<file path="config.mk">
export PLATFORM = sky130hd
export DESIGN_NAME = armleocpu_jtag_tap_mc
export DESIGN_NICKNAME = d
export VERILOG_FILES = /design/src/rtl/armleocpu_jtag_tap_mc.sv
export SDC_FILE = /design/constraint.sdc
export NUM_CORES = 1
export LEC_CHECK = 0
export ABC_AREA = 1
export CAP_MARGIN = 20
export CORE_MARGIN = 2
export CORE_UTILIZATION = 52
export DETAILED_ROUTE_END_ITERATION = 7
export PLACE_DENSITY = 0.8
export SYNTH_ARGS = -nofsm -noshare
export SYNTH_HDL_FRONTEND = slang
export SYNTH_SLANG_ARGS = --single-unit
export TNS_END_PERCENT = 20
</file>
<file path="constraint.sdc">
create_clock -name clk -period 2.9 [get_ports clk]
set_input_delay 0.29 -clock clk [delete_from_list [all_inputs] [get_ports clk]]
set_output_delay 0.29 -clock clk [all_outputs]
set_load 0.02 [all_outputs]
</file>
<file path="src/rtl/armleocpu_jtag_tap_mc.sv">
// armleocpu_jtag_tap_mc: multi-chain JTAG TAP, fully synchronous to clk.
// TCK/TMS/TDI are oversampled through synchroniser flops; the 16-state
// controller advances on detected TCK edges. The TAP holds IR, IDCODE and
// BYPASS, plus CHAINS parallel-capture/parallel-update user DRs.
// Optional feature: define ARMLEOCPU_JTAG_TRST_PIN_EN to add the trst_ni pad.
// Ports:
//   clk, rst               system clock, synchronous active-high reset
//   trst_ni                (ARMLEOCPU_JTAG_TRST_PIN_EN only) async TRST pad
//   tck_i, tms_i, td_i     JTAG input pads
//   td_o, td_oe_o          TDO pad and its output enable
//   ir_o, tlr_o            current instruction, TestLogicReset flag
//   chain_capture_o        per-chain CaptureDr strobe
//   chain_update_o         per-chain UpdateDr strobe
//   chain_cap_data_i       per-chain capture values, chain i at [i*DR_WIDTH +: DR_WIDTH]
//   chain_upd_data_o       per-chain update registers, same packing
module armleocpu_jtag_tap_mc #(
  parameter int unsigned IR_LENGTH    = 5,
  parameter logic [31:0] IDCODE_VALUE = 32'h80000001,
  parameter int unsigned CHAINS       = 2,
  parameter int unsigned DR_WIDTH     = 32,
  parameter int unsigned USER_BASE    = 'h10,
  parameter int unsigned SYNC_STAGES  = 2
) (
  input  logic                         clk,
  input  logic                         rst,
`ifdef ARMLEOCPU_JTAG_TRST_PIN_EN
  input  logic                         trst_ni,
`endif
  input  logic                         tck_i,
  input  logic                         tms_i,
  input  logic                         td_i,
  output logic                         td_o,
  output logic                         td_oe_o,
  output logic [IR_LENGTH-1:0]         ir_o,
  output logic                         tlr_o,
  output logic [CHAINS-1:0]            chain_capture_o,
  output logic [CHAINS-1:0]            chain_update_o,
  input  logic [CHAINS*DR_WIDTH-1:0]   chain_cap_data_i,
  output logic [CHAINS*DR_WIDTH-1:0]   chain_upd_data_o
);

  typedef enum logic [3:0] {
    S_TLR, S_RTI, S_SEL_DR, S_CAP_DR, S_SHIFT_DR, S_EXIT1_DR, S_PAUSE_DR, S_EXIT2_DR,
    S_UPD_DR, S_SEL_IR, S_CAP_IR, S_SHIFT_IR, S_EXIT1_IR, S_PAUSE_IR, S_EXIT2_IR, S_UPD_IR
  } state_t;

  state_t                    r_state, w_state_next;
  logic [SYNC_STAGES-1:0]    r_tck_sync, r_tms_sync, r_tdi_sync;
  logic [SYNC_STAGES:0]      r_fill;
  logic                      r_tck_prev;
  logic                      w_tck_pos, w_tck_neg, w_tms, w_tdi, w_trst;
  logic [IR_LENGTH-1:0]      r_ir, r_ir_shift;
  logic [31:0]               r_idcode_sr;
  logic                      r_bypass;
  logic [DR_WIDTH-1:0]       r_chain_sr [CHAINS];
  logic [CHAINS*DR_WIDTH-1:0] r_upd_data;
  logic [CHAINS-1:0]         r_cap, r_upd, w_sel_chain;
  logic                      w_sel_idcode, w_dr_lsb;
  logic                      r_td, r_td_oe, r_tlr;

  // Pad synchronisers; r_fill suppresses edges until the pipeline holds real samples,
  // so a TCK already high at reset release is not mistaken for a rising edge.
  always_ff @(posedge clk) begin
    if (rst) begin
      r_tck_sync <= '0;
      r_tms_sync <= '0;
      r_tdi_sync <= '0;
      r_tck_prev <= 1'b0;
      r_fill     <= '0;
    end else begin
      r_tck_sync <= {r_tck_sync[SYNC_STAGES-2:0], tck_i};
      r_tms_sync <= {r_tms_sync[SYNC_STAGES-2:0], tms_i};
      r_tdi_sync <= {r_tdi_sync[SYNC_STAGES-2:0], td_i};
      r_tck_prev <= r_tck_sync[SYNC_STAGES-1];
      r_fill     <= {r_fill[SYNC_STAGES-1:0], 1'b1};
    end
  end

  assign w_tck_pos = r_fill[SYNC_STAGES] &  r_tck_sync[SYNC_STAGES-1] & ~r_tck_prev;
  assign w_tck_neg = r_fill[SYNC_STAGES] & ~r_tck_sync[SYNC_STAGES-1] &  r_tck_prev;
  assign w_tms     = r_tms_sync[SYNC_STAGES-1];
  assign w_tdi     = r_tdi_sync[SYNC_STAGES-1];

`ifdef ARMLEOCPU_JTAG_TRST_PIN_EN
  logic [SYNC_STAGES-1:0] r_trst_sync;
  always_ff @(posedge clk) begin
    if (rst) r_trst_sync <= '1;
    else     r_trst_sync <= {r_trst_sync[SYNC_STAGES-2:0], trst_ni};
  end
  assign w_trst = ~r_trst_sync[SYNC_STAGES-1];
`else
  assign w_trst = 1'b0;
`endif

  // TAP state register
  always_ff @(posedge clk) begin
    if (rst) r_state <= S_TLR;
    else     r_state <= w_state_next;
  end

  // IEEE 1149.1 next-state graph, advanced on TCK rising edges only
  always_comb begin
    w_state_next = r_state;
    if (w_tck_pos) begin
      case (r_state)
        S_TLR:      w_state_next = w_tms ? S_TLR      : S_RTI;
        S_RTI:      w_state_next = w_tms ? S_SEL_DR   : S_RTI;
        S_SEL_DR:   w_state_next = w_tms ? S_SEL_IR   : S_CAP_DR;
        S_CAP_DR:   w_state_next = w_tms ? S_EXIT1_DR : S_SHIFT_DR;
        S_SHIFT_DR: w_state_next = w_tms ? S_EXIT1_DR : S_SHIFT_DR;
        S_EXIT1_DR: w_state_next = w_tms ? S_UPD_DR   : S_PAUSE_DR;
        S_PAUSE_DR: w_state_next = w_tms ? S_EXIT2_DR : S_PAUSE_DR;
        S_EXIT2_DR: w_state_next = w_tms ? S_UPD_DR   : S_SHIFT_DR;
        S_UPD_DR:   w_state_next = w_tms ? S_SEL_DR   : S_RTI;
        S_SEL_IR:   w_state_next = w_tms ? S_TLR      : S_CAP_IR;
        S_CAP_IR:   w_state_next = w_tms ? S_EXIT1_IR : S_SHIFT_IR;
        S_SHIFT_IR: w_state_next = w_tms ? S_EXIT1_IR : S_SHIFT_IR;
        S_EXIT1_IR: w_state_next = w_tms ? S_UPD_IR   : S_PAUSE_IR;
        S_PAUSE_IR: w_state_next = w_tms ? S_EXIT2_IR : S_PAUSE_IR;
        S_EXIT2_IR: w_state_next = w_tms ? S_UPD_IR   : S_SHIFT_IR;
        S_UPD_IR:   w_state_next = w_tms ? S_SEL_DR   : S_RTI;
        default:    w_state_next = S_TLR;
      endcase
    end
    if (w_trst) w_state_next = S_TLR;
  end

  // Instruction decode; anything that is neither IDCODE nor a user chain is BYPASS
  always_comb begin
    w_sel_idcode = (r_ir == IR_LENGTH'(1));
    w_sel_chain  = '0;
    for (int unsigned i = 0; i < CHAINS; i++)
      w_sel_chain[i] = (r_ir == IR_LENGTH'(USER_BASE + i));
  end

  // LSB of the currently selected DR, feeding TDO
  always_comb begin
    w_dr_lsb = r_bypass;
    if (w_sel_idcode) w_dr_lsb = r_idcode_sr[0];
    for (int unsigned i = 0; i < CHAINS; i++)
      if (w_sel_chain[i]) w_dr_lsb = r_chain_sr[i][0];
  end

  // IR, data registers, strobes and TDO
  always_ff @(posedge clk) begin
    if (rst) begin
      r_ir        <= IR_LENGTH'(1);
      r_ir_shift  <= '0;
      r_idcode_sr <= '0;
      r_bypass    <= 1'b0;
      for (int unsigned i = 0; i < CHAINS; i++) r_chain_sr[i] <= '0;
      r_upd_data  <= '0;
      r_cap       <= '0;
      r_upd       <= '0;
      r_td        <= 1'b0;
      r_td_oe     <= 1'b0;
      r_tlr       <= 1'b1;
    end else begin
      r_cap <= '0;
      r_upd <= '0;
      r_tlr <= (w_state_next == S_TLR);

      if (r_state == S_TLR || w_trst)
        r_ir <= IR_LENGTH'(1);
      else if (w_tck_neg && r_state == S_UPD_IR)
        r_ir <= r_ir_shift;

      if (w_tck_pos && !w_trst) begin
        case (r_state)
          S_CAP_IR:   r_ir_shift <= IR_LENGTH'(1);
          S_SHIFT_IR: r_ir_shift <= {w_tdi, r_ir_shift[IR_LENGTH-1:1]};
          S_CAP_DR: begin
            if (w_sel_idcode) r_idcode_sr <= IDCODE_VALUE;
            else if (w_sel_chain == '0) r_bypass <= 1'b0;
            for (int unsigned i = 0; i < CHAINS; i++)
              if (w_sel_chain[i]) begin
                r_chain_sr[i] <= chain_cap_data_i[i*DR_WIDTH +: DR_WIDTH];
                r_cap[i]      <= 1'b1;
              end
          end
          S_SHIFT_DR: begin
            if (w_sel_idcode) r_idcode_sr <= {w_tdi, r_idcode_sr[31:1]};
            else if (w_sel_chain == '0) r_bypass <= w_tdi;
            // Width-1 chains degenerate to loading TDI
            for (int unsigned i = 0; i < CHAINS; i++)
              if (w_sel_chain[i])
                r_chain_sr[i] <= DR_WIDTH'({w_tdi, r_chain_sr[i]} >> 1);
          end
          S_UPD_DR: begin
            for (int unsigned i = 0; i < CHAINS; i++)
              if (w_sel_chain[i]) begin
                r_upd_data[i*DR_WIDTH +: DR_WIDTH] <= r_chain_sr[i];
                r_upd[i]                           <= 1'b1;
              end
          end
          default: ;
        endcase
      end

      // TDO changes only on falling TCK so the host samples a stable bit on the rise
      if (w_trst) begin
        r_td    <= 1'b0;
        r_td_oe <= 1'b0;
      end else if (w_tck_neg) begin
        r_td    <= 1'b0;
        r_td_oe <= 1'b0;
        if (r_state == S_SHIFT_IR) begin
          r_td    <= r_ir_shift[0];
          r_td_oe <= 1'b1;
        end else if (r_state == S_SHIFT_DR) begin
          r_td    <= w_dr_lsb;
          r_td_oe <= 1'b1;
        end
      end
    end
  end

  assign td_o             = r_td;
  assign td_oe_o          = r_td_oe;
  assign ir_o             = r_ir;
  assign tlr_o            = r_tlr;
  assign chain_capture_o  = r_cap;
  assign chain_update_o   = r_upd;
  assign chain_upd_data_o = r_upd_data;

endmodule
</file>
## Yosys cells after proc, flatten, opt, wreduce, memory -nomap -nowiden

Memories as Yosys holds them, arrays and structs flattened.
Index checks and enable logic that the tools add are counted.

| storage, ports and cells | value |
|---|---|
| memories | 1 |
| input bits | 69 |
| bits in writable memories | 64 |
| logic and storage cells | 128 |
| bits in registers | 128 |
| output and inout port bits | 76 |

| operators by class | value |
|---|---|
| bitwise gates (word level) | 13 |
| equal/unequal tests | 24 |
| multiplexer cells | 55 |
| reductions and logical operators | 17 |

Memory list:

| name | depth | bits a word | read ports | clocked after memory_dff | wr ports | line | RTL |
|---|---|---|---|---|---|---|---|
| r_chain_sr | 2 | 32 | 2 | 0 | 2 | 55 | `logic [DR_WIDTH-1:0] r_chain_sr [CHAINS];` |

Operator list:

| operator | number |
|---|---|
| two-way mux 32 bit | 6 |
| case mux 32 bit (2 select lines) | 1 |
| case mux 4 bit (12 select lines) | 1 |
| two-way mux 1 bit | 35 |
| equality test 4 bit, second input constant | 8 |
| two-way mux 4 bit | 5 |
| equality test 4 x 3 -> 1 bit, second input constant | 4 |
| != test 2 bit, second input constant | 6 |
| equality test 5 bit, second input constant | 2 |
| case mux 5 bit (2 select lines) | 1 |
| OR reduction 3 bit | 3 |
| equality test 4 x 2 -> 1 bit, second input constant | 2 |
| zero test 4 bit | 2 |
| two-way mux 2 bit | 3 |
| two-way mux 3 bit | 2 |
| AND reduction 3 bit | 2 |
| AND reduction 6 bit | 1 |
| OR reduction 2 bit | 3 |
| equality test 5 x 1 -> 1 bit, second input constant | 1 |
| NOT 1 bit | 5 |
| bitwise AND 1 bit | 4 |
| equality test 4 x 1 -> 1 bit, second input constant | 1 |
| OR 1 bit | 4 |
| AND reduction 4 bit | 1 |
| other kinds (5) | 6 |

## Logic depth before layout (Yosys ltp)

Gate-level depths: netlist of run 1.

| depth | value |
|---|---|
| word-level depth | 8 |
| depth in mapped cells | 11 |
| mapped depth without buffers | 11 |

## Worst setup path after synthesis of run 1

Ideal clock, no wire load.

| path | value |
|---|---|
| path kind | reg-to-reg |
| from | register r_ir[0], in the netlist ir_o[0] |
| to | memory r_chain_sr[0][0] (enable) |
| clock period less this slack | 2209 ps |
| arrival time | 1648 ps |
| data required time | 2339 ps |
| path slack | 691 ps |
| stages on the path, launching flop included | 6 |
| buffers on the path | 0 |
| library setup time | 561 ps |
| path through | dfxtp_1 nor2_1 nand3_1 inv_2 nand3_1 nand3_1 |

RTL lines:

| element | line | RTL |
|---|---|---|
| from (decl) | 52 | `logic [IR_LENGTH-1:0] r_ir, r_ir_shift;` |
| from (signal assigned) | 166 | `r_ir <= r_ir_shift;` |
| to (decl) | 55 |  |

==> key figures, run 1 <==
Logic synthesis
  – Asr flop ratio synth: 0%
  – Post-Syn Area: around 7700 µm²
  – Synthesized instance count: 908
  – Mean Syn Cell Area: 8.46 µm²
  – Synthesized Nets: 977
  – Synth top area cells: dfxtp_1 33%, edfxtp_1 25%, nand2_1 12%
  – Most frequent cell after synthesis: nand2_1
  – Ys flop type: dfxtp_1
  – #FFs+latches synth: around 190
  – Post-synthesis cell type count: 26
  – Seq/Total Area, Yosys: 58.4%
  – Synth top cells by count: 241 x nand2_1, 162 x nor2_1, 128 x dfxtp_1, 77 x o21ai_0
  – Post-synth EDFFs: 64
  – Share of Yosys cell area claimed by the top area cell type: 33.4%
  – Synth warnings: 0
  – Cell taking the most area after synthesis: dfxtp_1

Die
  – Core Area: about 14,000 µm²
  – IO Pins: roughly 150
  – Core Rows: 44
  – Die Ht: 126 µm
  – DIE WIDTH: approximately 130 µm
  – Die ar.: around 16,000 µm²
  – Initial core utilization: 53.0%

Detailed routing
  – DR vias: between 6,000 and 7,000
  – Post-route ant nets: 0
  – DR pass1 iterations: 5
  – DR iter-0 viols: 460
  – DRC violations left: 0
  – Routed wire length: ~17,000 µm
  – DR vias/cell: a little over 5
  – DR WL/cell: roughly 14 µm

Final layout
  – Final instance count without filler cells: ~1,200
  – Area Growth Syn to Fin: 26.5%
  – Layout cells sized above 1: 8.01%
  – Nets: 1,105
  – Cell area after layout: approximately 9700 µm²
  – Multi-input gate area: 2660 µm²
  – Sequential Area: approximately 4500 µm²
  – Inserted Diodes: 0
  – Fillers: roughly 1,100

Status
  – Outcome: complete, no violations

Clock tree
  – Cts repair resizes: 0
  – CTS H-tree lvls: 4
  – Post-CTS setup buffers: 0
  – Clk slew on worst S/H paths: about 0.070 ns
  – Clock tree buffer depth: 2
  – Root buffer cell: clkbuf_16
  – Worst-Skew Late Latency: between 0.4 and 0.5 ns
  – CTS Sinks: ~190
  – CTS tree: yes
  – CTS buffer count: 17
  – Hold buffers post-CTS: 0

STA
  – RSZ-0062 raised after global routing: no
  – Achievable Freq: between 0.4 and 0.5 GHz
  – Max Transition Viols Final: 0
  – Tmin final: 2.37 ns
  – Fin. Hold Viols: 0
  – Worst slew margin: roughly 54%
  – Final TNS setup: 0 ns
  – Final hold slack: roughly 0.40 ns
  – Setup Skew: 0.00952 ns
  – Endpoints failing setup: 0
  – Final worst-path cycle share: about four fifths
  – Worst-margin pin slew: just under 0.7 ns

Power and ir drop
  – P_leak: roughly 0.004 µW
  – Peak VDD IR: between 0.3 and 0.4 mV
  – P per Cell Area: between 500 and 600 nW/µm²

Critical path
  – Critical path type: flip-flop to flip-flop
  – CP max FO: between 60 and 70
  – Critical-path top delay cell: dfxtp_1
  – Crit end category: flip-flop
  – Crit-path leading delay family: simple AND/OR/NAND/NOR gates
  – CP Data Required Time: 3.20 ns
  – CP peak stage delay: around 0.58 ns
  – Startpoint types: flip-flop
  – Buf+Inv Stages, Crit Path: 2
  – Cell repeated most along the worst path: nand2_1
  – Arr. time, crit path: around 2.7 ns
  – Crit-path cells: nand2_1, inv_1, nand2_1, nor3_2, or2_2, buf_4, nand2_1, nand2_1

Placed design
  – Final HPWL DP: roughly 11,000 µm
  – Gpl congestion: around 0.82
  – Port Buffers: 144
  – Placement Cell Area: slightly above 9000 µm²
  – DP Cell Count: 1,201

Min path
  – HP Class: primary input to flip-flop

Global route
  – Initial antenna violation count: 0
  – Vias in the first global route: 5,776
  – First-pass GRT wire length: roughly 28,000 µm
  – Total GRT Usage: roughly 22%
  – Largest net degree at the start of global routing: 75
  – GRT Residual Overflow: 0

Run
  – Max cap viols: 0
## cells in the final DEF (no fill, tap or decap)
cell / n
nand2_1: 241
nor2_1: 162
clkdlybuf4s50_1: 144
dfxtp_1: 128
o21ai_0: 77
edfxtp_1: 64
inv_1: 63
a21oi_1: 54
a21oi_2: 25
nand3_1: 17
clkbuf_16: 17
buf_4: 11
nor2_2: 6
inv_2: 5
nand4_1: 5
a211oi_1: 4
clkinv_2: 4
clkinv_1: 3
clkinvlp_4: 3
nand2_2: 2
nor2_4: 2
inv_6: 2
clkinv_4: 2
nor3_2: 1
or2_2: 1
nand2_4: 1
o211ai_1: 1
a31oi_1: 1
nand3b_1: 1
bufinv_16: 1
buf_12: 1
## cell type report
class                   instances  share of cell area [%]
multi-input cells             601                    27.3
well taps                     184                    2.37
clock inverters                15                    1.22
flip-flops and latches        192                    46.2
repair buffers                156                    15.9
inverters                      68                    2.63
clock buffers                  17                    4.38
## worst paths after layout
kind | end | depth (start not counted) | from | slack, ns
setup / recovery | r_chain_sr[0][56]$_DFFE_PP_ | 8 | r_state[0]$_SDFF_PP0_ | 0.53
setup reg to reg | r_chain_sr[0][56]$_DFFE_PP_ | 8 | r_state[0]$_SDFF_PP0_ | 0.53
hold / removal | r_tms_sync[0]$_SDFF_PP0_ | 3 | tms_i | 0.40
hold reg to reg | r_tck_sync[1]$_SDFF_PP0_ | 2 | r_tck_sync[0]$_SDFF_PP0_ | 0.40
## logic make-up (layout without fill, tap and decap cells)
logic type,Yosys count,in the layout,synth area share (%)
compound gates,162,162,12.0
flops,192,192,58.4
simple gates,439,439,22.5
buf+inv,115,256,7.10
## stage by stage
step | utilization, % | total power, µW | setup WS, ns
after floorplan | - | 2950 | 0.691
after global placement | 63.3 | 3070 | 0.546
after detailed placement | 63.3 | 3070 | 0.391
after CTS | 67.1 | 5220 | 0.539
after global routing | 67.1 | 5350 | 0.383
final | 67.1 | 5190 | 0.527
## worst register-to-register path, cell delays in order, from the launching register on
cell     delay [ns]
dfxtp_1        0.58
nand2_1        0.13
inv_1          0.17
nand2_1        0.13
nor3_2         0.25
or2_2          0.15
buf_4          0.51
nand2_1        0.21
nand2_1        0.11
## sequential cells by signal, indices dropped and copies added, names as in the netlist, 2 cells and up
register and flops:
ir_o 5, r_idcode_sr 32, chain_capture_o 2, r_chain_sr 64, chain_update_o 2, r_tms_sync 2
r_tdi_sync 2, chain_upd_data_o 64, r_ir_shift 5, r_state 4, r_fill 3, r_tck_sync 2
## per-layer routing
metal  wire length (µm)  GRT usage (%)  up-vias  share of wire [%]
met3               1360           7.36       14                7.8
met1               7650           29.0     2833                 44
met5                  0              0        -                  0
met2               8170           35.7      194                 47
li1                   -              -     3160                  -
met4                201           7.19        0                1.2
## report_power, final
| part | internal (µW) | total, µW | switching [µW] |
|---|---|---|---|
| Sequential | 2810 | 2830 | 21.3 |
| Clock | 1170 | 2170 | 999 |
| Combinational | 102 | 182 | 80.2 |
No activity file was read; power rests on OpenSTA's default activity.
==> inputs of run 2 (changes only) <==
Clock period 2.9 ns to 2.2 ns, I/O delays scaled along.
==> key figures, run 2 (same netlist as run 1, synthesis figures left out) <==
Status
  – Outcome: complete, no violations

Final layout
  – Most frequent cells in the layout: 241 x nand2_1, 162 x nor2_1, 144 x clkdlybuf4s50_1, 128 x dfxtp_1, 77 x o21ai_0
  – Commonest non-fill, non-tap cell in the layout: nand2_1
  – Final instance count without filler cells: between 1,000 and 1,500
  – Layout cells sized above 1: under 10%
  – Sequential Area: around 4500 µm²
  – Nets: between 1,000 and 1,500
  – Inserted Diodes: 0
  – Multi-input gate area: between 2000 and 3000 µm²
  – Fillers: ~1,100
  – Area Growth Syn to Fin: 29.7%

Run
  – Max cap viols: 0

Global route
  – Initial antenna violation count: 0
  – Largest net degree at the start of global routing: 76
  – GRT Residual Overflow: 0
  – First-pass GRT wire length: 29,200 µm
  – Vias in the first global route: 6,086
  – Total GRT Usage: 22.9%

STA
  – Worst-margin pin slew: ~0.6 ns
  – Final hold slack: between 0.3 and 0.4 ns
  – Endpoints failing setup: 0
  – Tmin final: 2.00 ns
  – Max Transition Viols Final: 0
  – Achievable Freq: 0.501 GHz
  – Worst slew margin: 60.0%
  – Final TNS setup: 0 ns
  – RSZ-0062 raised after global routing: no
  – Final worst-path cycle share: between 90 and 100%
  – Fin. Hold Viols: 0
  – Setup Skew: 0.0123 ns

Power and ir drop
  – Peak VDD IR: 0.561 mV
  – P per Cell Area: approximately 740 nW/µm²
  – P_leak: about 0.004 µW
  – Tot Pwr: 7330 µW

Critical path
  – Critical path type: flip-flop to flip-flop
  – Cell depth of the worst flop-to-flop path: 9
  – Internal reg-to-reg setup slack: roughly 0.2 ns
  – Critical Path Source: ir_o[2]$_SDFFE_PP0P_
  – CP max FO: 64
  – RR Endpoint: r_chain_sr[0][30]$_DFFE_PP_
  – Arr. time, crit path: between 2 and 2.5 ns
  – Crit end category: flip-flop
  – Startpoint types: flip-flop
  – Crit path to: r_chain_sr[0][30]$_DFFE_PP_
  – RR Startpoint: ir_o[2]$_SDFFE_PP0P_
  – CP Data Required Time: between 2 and 3 ns

Clock tree
  – CTS H-tree lvls: 4
  – Worst-Skew Late Latency: about 0.43 ns
  – Root buffer cell: clkbuf_16
  – Cts repair resizes: 0
  – Clk slew on worst S/H paths: about 0.070 ns
  – CTS buffer count: 17
  – CTS Sinks: ~190
  – Clock tree buffer depth: 2
  – CTS tree: yes

Detailed routing
  – Post-route ant nets: 0
  – DR iter-0 viols: between 400 and 500
  – DRC violations left: 0
  – DR vias: around 6,300
  – DR WL/cell: about 14 µm
  – Routed wire length: about 18,000 µm
  – DR vias/cell: 5.10
  – DR pass1 iterations: 5

Die
  – Die Ht: approximately 130 µm
  – DIE WIDTH: 126 µm
  – Core Rows: between 40 and 50
  – Initial core utilization: a little over half
  – Die ar.: between 15,000 and 20,000 µm²
  – IO Pins: ~150
  – Core Area: about 14,000 µm²

Placed design
  – DP Cell Count: roughly 1,200
  – Port Buffers: approximately 140
  – Gpl congestion: roughly 0.86
  – Final HPWL DP: ~11,000 µm

Min path
  – HP Class: primary input to flip-flop
run 2: cell count changes in the layout (fill, tap and decap cells not counted), sizes merged:
cell    before  now
buf         12   19
bufinv       1    4
clkbuf      17   18
clkinv       9    2
inv         70   73
run 2: per-stage QoR:
step	utilization, %	instance area [µm²]	setup slack (ns)
floorplan	-	7680	0.0357
global placement	64.2	9290	0.205
detailed placement	64.2	9290	0.161
CTS	68.6	9940	0.190
global route	68.8	9960	0.0440
finish	68.8	9960	0.205
run 2: report_power, final:
group,total (µW),switching (µW),internal (µW)
clock network,3350,1390,1960
logic,256,110,147
registers,3730,29.6,3700
run 2: cell type report:
cell class	count	share of cell area, %
Sequential cell	192	45.0
Multi-Input combinational cell	601	26.7
Timing Repair Buffer	163	16.9
Clock buffer	18	4.41
Inverter	68	2.56
Tap cell	184	2.31
Clock inverter	14	2.05
run 2: how the worst min path moves through the flow:
stage	depth (start not counted)	to	slack, ns	startpoint
6_report	3	r_tdi_sync[0]$_SDFF_PP0_	0.32	td_i
5_1_grt	3	r_tdi_sync[0]$_SDFF_PP0_	0.34	td_i
4_1_cts	3	r_tdi_sync[0]$_SDFF_PP0_	0.31	td_i
3_5_place_dp	2	r_tms_sync[1]$_SDFF_PP0_	0.40	r_tms_sync[0]$_SDFF_PP0_
3_3_place_gp	2	r_fill[1]$_SDFF_PP0_	0.39	r_fill[0]$_DFF_P_
2_1_floorplan	1	chain_capture_o[0]$_SDFF_PP0_	0.30	rst
run 2: timing repair:
action,4_1_cts,5_1_grt
setup buffers,0,1
hold buffers,0,0
setup endpoints to repair,0,2
run 2: per-layer routing:
metal  routed length (µm)  vias up  track usage (%)
li1                     -     3171                -
met1                 7740     2915             29.6
met2                 8370      207             36.4
met3                 1270       30             6.63
met4                  380        0             8.69
met5                    0        -                0
run 2: critical path, stage by stage (launching register included):
cell and delay, ns:
dfxtp_1 0.33, nor2_2 0.15, nand3_1 0.13, nor2_1 0.23
nand2_1 0.14, nor3_2 0.22, or2_2 0.18, buf_12 0.24
nand2_1 0.11, nand2_1 0.07
==> inputs of run 3 (changes only) <==
--- a/constraint.sdc
+++ b/constraint.sdc
@@ -3,2 +3,2 @@
 set_output_delay 0.22 -clock clk [all_outputs]
-set_load 0.02 [all_outputs]
+set_load 0.01 [all_outputs]
==> key figures, run 3 (same netlist as run 1, synthesis figures left out) <==
Status
  – Outcome: complete, no violations

STA
  – Final TNS setup: 0 ns
  – Worst-margin pin slew: approximately 0.59 ns
  – Setup Skew: about 0.013 ns
  – RSZ-0062 raised after global routing: no
  – Tmin final: 1.94 ns
  – Max Transition Viols Final: 0
  – Post-route setup slack: between 0.2 and 0.3 ns
  – Worst slew margin: a little over 60%
  – Final worst-path cycle share: between 80 and 90%
  – Endpoints failing setup: 0
  – Achievable Freq: around 0.5 GHz
  – Fin. Hold Viols: 0

Critical path
  – Crit-path cells: inv_2, nor2_2, nand2_2, inv_1, nand4_1, nand2_4, buf_12, nand2_1, nand2_1
  – Startpoint types: flip-flop
  – Crit-path leading delay family: simple AND/OR/NAND/NOR gates
  – CP Data Required Time: ~2.5 ns
  – Critical path type: flip-flop to flip-flop
  – Crit end category: flip-flop
  – Critical Path Source: r_state[2]$_SDFF_PP0_
  – RR Startpoint: r_state[2]$_SDFF_PP0_
  – CP max FO: 23
  – Cell repeated most along the worst path: nand2_1
  – Buf+Inv Stages, Crit Path: 3
  – CP peak stage delay: approximately 0.48 ns
  – Arr. time, crit path: 2.25 ns
  – Critical-path top delay cell: dfxtp_1

Final layout
  – Nets: around 1,100
  – Core Util, Final: between 60% and 70%
  – Area Growth Syn to Fin: 28.7%
  – Layout cells sized above 1: under 10%
  – Commonest non-fill, non-tap cell in the layout: nand2_1
  – Inserted Diodes: 0
  – Most frequent cells in the layout: 241 x nand2_1, 162 x nor2_1, 144 x clkdlybuf4s50_1, 128 x dfxtp_1, 77 x o21ai_0
  – Fillers: between 1,000 and 1,500

Global route
  – First-pass GRT wire length: 28,500 µm
  – GRT Residual Overflow: 0
  – Largest net degree at the start of global routing: 65
  – Vias in the first global route: 5,851
  – Initial antenna violation count: 0
  – Total GRT Usage: between 20% and 30%

Die
  – Initial core utilization: a little over half
  – IO Pins: 145
  – Core Area: about 14,000 µm²
  – DIE WIDTH: between 100 and 150 µm
  – Die Ht: approximately 130 µm
  – Core Rows: 44
  – Die ar.: about 16,000 µm²

Power and ir drop
  – P_leak: just over 0.004 µW
  – P per Cell Area: between 700 and 800 nW/µm²
  – Peak VDD IR: around 0.54 mV

Clock tree
  – CTS H-tree lvls: 4
  – Hold buffers post-CTS: 0
  – Post-CTS setup buffers: 0
  – CTS buffer count: 17
  – Cts repair resizes: 0
  – Worst-Skew Late Latency: ~0.44 ns
  – Root buffer cell: clkbuf_16
  – Clock tree buffer depth: 2
  – Clk slew on worst S/H paths: 0.07 ns
  – CTS Sinks: 192
  – CTS tree: yes

Placed design
  – Dpl ws: roughly 0.22 ns
  – Port Buffers: roughly 140
  – Final HPWL DP: roughly 11,000 µm
  – Gpl congestion: between 0.8 and 0.9

Detailed routing
  – DR WL/cell: approximately 14 µm
  – DR iter-0 viols: 407
  – Post-route ant nets: 0
  – Routed wire length: between 15,000 and 20,000 µm
  – DR vias: between 6,000 and 7,000
  – DRC violations left: 0
  – DR pass1 iterations: 5
  – DR vias/cell: 5.05

Min path
  – HP Class: primary input to flip-flop
  – Hold Path Origin: tms_i

Run
  – Max cap viols: 0
==> run 3: per-layer routing <==
metal	track usage (%)	share of wire, %	vias to the layer above
met2	34.5	46	204
met5	0	0	-
met1	30.6	45	2849
li1	-	-	3177
met4	7.12	1.4	0
met3	6.29	7.7	22
==> run 3: final timing paths <==
kind                                 end  slack, ns  cells after the start
max          r_chain_sr[0][40]$_DFFE_PP_       0.26                      9
min             r_tms_sync[0]$_SDFF_PP0_       0.30                      3
max reg2reg  r_chain_sr[0][40]$_DFFE_PP_       0.26                      9
min reg2reg     r_tck_sync[1]$_SDFF_PP0_       0.40                      2
==> run 3: final cells by class <==
class | instances | area, µm² | share of cell area, %
Multi-Input combinational cell | 601 | 2660 | 26.9
Clock buffer | 18 | 429 | 4.34
Sequential cell | 192 | 4480 | 45.4
Clock inverter | 14 | 181 | 1.83
Timing Repair Buffer | 162 | 1650 | 16.7
Tap cell | 184 | 230 | 2.33
Inverter | 68 | 255 | 2.58
==> run 3: power by group <==
| part | internal (µW) | switching [µW] | leakage [µW] | total (µW) |
|---|---|---|---|---|
| Combinational | 144 | 110 | 0.00210 | 254 |
| Clock | 1810 | 1390 | 0.000295 | 3200 |
| Sequential | 3700 | 29.0 | 0.00169 | 3730 |
==> run 3: tightest hold or removal path, stage by stage <==
cell and delay (ns):
clkdlybuf4s50_1 0.39, inv_1 0.05, nor2_1 0.03
==> run 3: metrics by stage <==
stage	cells	hold slack, ns	total power (µW)	instance area [µm²]
3_5_place_dp	1207	0.393	4060	9280
6_report	1239	0.296	7180	9890
2_1_floorplan	908	0.300	3890	7680
5_1_grt	1239	0.319	7390	9890
3_3_place_gp	1207	0.390	4060	9280
4_1_cts	1239	0.290	7220	9890
==> variant: new RTL, config.mk and constraints of run 1 <==
The option `ARMLEOCPU_JTAG_TRST_PIN_EN` is turned on by a define.
--- a/src/rtl/armleocpu_jtag_tap_mc.sv
+++ b/src/rtl/armleocpu_jtag_tap_mc.sv
@@ -13,6 +13,8 @@
 //   chain_update_o         per-chain UpdateDr strobe
 //   chain_cap_data_i       per-chain capture values, chain i at [i*DR_WIDTH +: DR_WIDTH]
 //   chain_upd_data_o       per-chain update registers, same packing
+`define ARMLEOCPU_JTAG_TRST_PIN_EN
+
 module armleocpu_jtag_tap_mc #(
   parameter int unsigned IR_LENGTH    = 5,
   parameter logic [31:0] IDCODE_VALUE = 32'h80000001,
Interface: changed (added trst_ni); port bits go from 145 to 146. The function was not compared with the original's and may differ.
==> variant against run 1 <==
Wire length is 2.7% higher. Area after synthesis up 0.54%. Clock power up 10%. Global-route usage increased by 0.38 points. Power up 4.7%. Cell area up 1.9%. Sequential cell count increased by 2. Setup slack better by 0.036 ns. Highest routed layer unchanged.
==> variant: results (changes against run 1) <==
<table>
<tr><th>Metric</th><th>Value</th></tr>
<tr><th colspan="2">Outcome</th></tr>
<tr><td>Outcome</td><td>complete, no violations (unchanged)</td></tr>
<tr><th colspan="2">Worst setup path</th></tr>
<tr><td>Launch point of the worst reg-to-reg path</td><td>r_state[2] (was r_state[0])</td></tr>
<tr><td>Crit-path leading delay family</td><td>buffers and inverters (was simple AND/OR/NAND/NOR gates)</td></tr>
<tr><td>Slowest stage delay, CP</td><td>0.49 ns (was 0.58 ns)</td></tr>
<tr><td>Worst R2R End</td><td>r_chain_sr[0][29] (was r_chain_sr[0][56])</td></tr>
<tr><th colspan="2">Cells and area</th></tr>
<tr><td>Layout fillers</td><td>1,189 (was 1,148)</td></tr>
<tr><td>Fraction of final layout cells with drive strength greater than 1</td><td>0.05949 (was 0.08008)</td></tr>
<tr><td>Final net count</td><td>1,116 (was 1,105)</td></tr>
<tr><th colspan="2">Synth</th></tr>
<tr><td>Post-Syn Area per Cell</td><td>8.374 um2 (was 8.458 um2)</td></tr>
<tr><td>Dominant cells by area after synthesis</td><td>sky130_fd_sc_hd__dfxtp_1, sky130_fd_sc_hd__edfxtp_1, sky130_fd_sc_hd__nand2_1 (unchanged)</td></tr>
<tr><td>Sequential-to-total area share from yosys stat</td><td>0.5860 (was 0.5839)</td></tr>
<tr><th colspan="2">Placement</th></tr>
<tr><td>Pre-CTS setup slack</td><td>0.5429 ns (was 0.3909 ns)</td></tr>
<tr><td>Post-Place Cell Area</td><td>9246 um2 (was 9169 um2)</td></tr>
<tr><td>Total half-perimeter wirelength after legalization and detailed placement</td><td>11.24 mm (was 11.31 mm)</td></tr>
<tr><td>Placed cell count</td><td>1,209 (was 1,201)</td></tr>
<tr><td>Placer congestion estimate</td><td>0.9153 (was 0.8170)</td></tr>
<tr><th colspan="2">Drt</th></tr>
<tr><td>Routed via count divided by cell count</td><td>5.180 (was 5.029)</td></tr>
<tr><td>Number of vias in the routed layout</td><td>6,439 (was 6,201)</td></tr>
<tr><td>Starting DRC count in detailed routing</td><td>563 (was 460)</td></tr>
<tr><td>Met2 wire length</td><td>8.430 mm (was 8.168 mm)</td></tr>
<tr><td>Met3 WL post-DR</td><td>1.330 mm (was 1.364 mm)</td></tr>
<tr><td>M1 wire length</td><td>7.816 mm (was 7.649 mm)</td></tr>
<tr><th colspan="2">GRT</th></tr>
<tr><td>Number of global-route vias before repair</td><td>6,103 (was 5,776)</td></tr>
<tr><td>Met3 track demand over resource</td><td>0.05990 (was 0.07360)</td></tr>
<tr><td>Wire length of the first global-routing pass</td><td>29.30 mm (was 28.36 mm)</td></tr>
<tr><th colspan="2">STA</th></tr>
<tr><td>Actual slew at the worst max-slew pin</td><td>0.7196 ns (was 0.6917 ns)</td></tr>
<tr><th colspan="2">Power and ir drop</th></tr>
<tr><td>Internal Dissipation</td><td>4.360 mW (was 4.086 mW)</td></tr>
<tr><td>Max VDD drop</td><td>448.4 uV (was 395.2 uV)</td></tr>
</table>
[variant: cell count changes after synthesis, moves of 4 or more]
cell / delta
sky130_fd_sc_hd__nand4_1: -4
sky130_fd_sc_hd__clkbuf_1: +9
sky130_fd_sc_hd__a21oi_1: +19
sky130_fd_sc_hd__inv_1: +5
sky130_fd_sc_hd__nand2_1: -64
sky130_fd_sc_hd__buf_4: -6
sky130_fd_sc_hd__buf_2: +5
sky130_fd_sc_hd__a21oi_2: -24
sky130_fd_sc_hd__nand3_1: +63
[variant: cell families after synthesis]
kind of cell	count (synthesis)	share of synthesized area
AND/OR/NAND/NOR	433	0.2293
AO/OA/AOI/OAI	164	0.1113
buffers and inverters	131	0.07341
flip-flops	194	0.5860
[variant: power groups by stage]
stage / combinational, mW / sequential, mW / clock [mW]
2_1_floorplan: 0.0629 / 2.91 / 0
3_3_place_gp: 0.182 / 2.92 / 0
3_5_place_dp: 0.182 / 2.92 / 0
4_1_cts: 0.183 / 2.86 / 2.42
5_1_grt: 0.200 / 2.86 / 2.52
6_report: 0.182 / 2.86 / 2.39
[variant: area by class of cell]
type                       count  area, um2  area share
sequential                   194       4524      0.4571
tap                          184      230.2     0.02326
clock buffer                  22      474.2     0.04791
multi-input combinational    597       2649      0.2676
inverter                      77      289.0     0.02920
timing repair buffer         159       1602      0.1618
clock inverter                10      128.9     0.01302
[variant: worst max path at each step]
stage	cells past startpoint	endpoint	startpoint	slack [ns]
CTS	8	r_chain_sr[0][54]	r_state[2]	0.52
detailed placement	8	r_chain_sr[0][31]	r_state[2]	0.54
floorplan	8	r_chain_sr[0][0]	r_state[2]	0.42
global route	8	r_chain_sr[0][14]	r_state[2]	0.32
global placement	8	r_chain_sr[0][31]	r_state[2]	0.62
finish	8	r_chain_sr[0][29]	r_state[2]	0.56
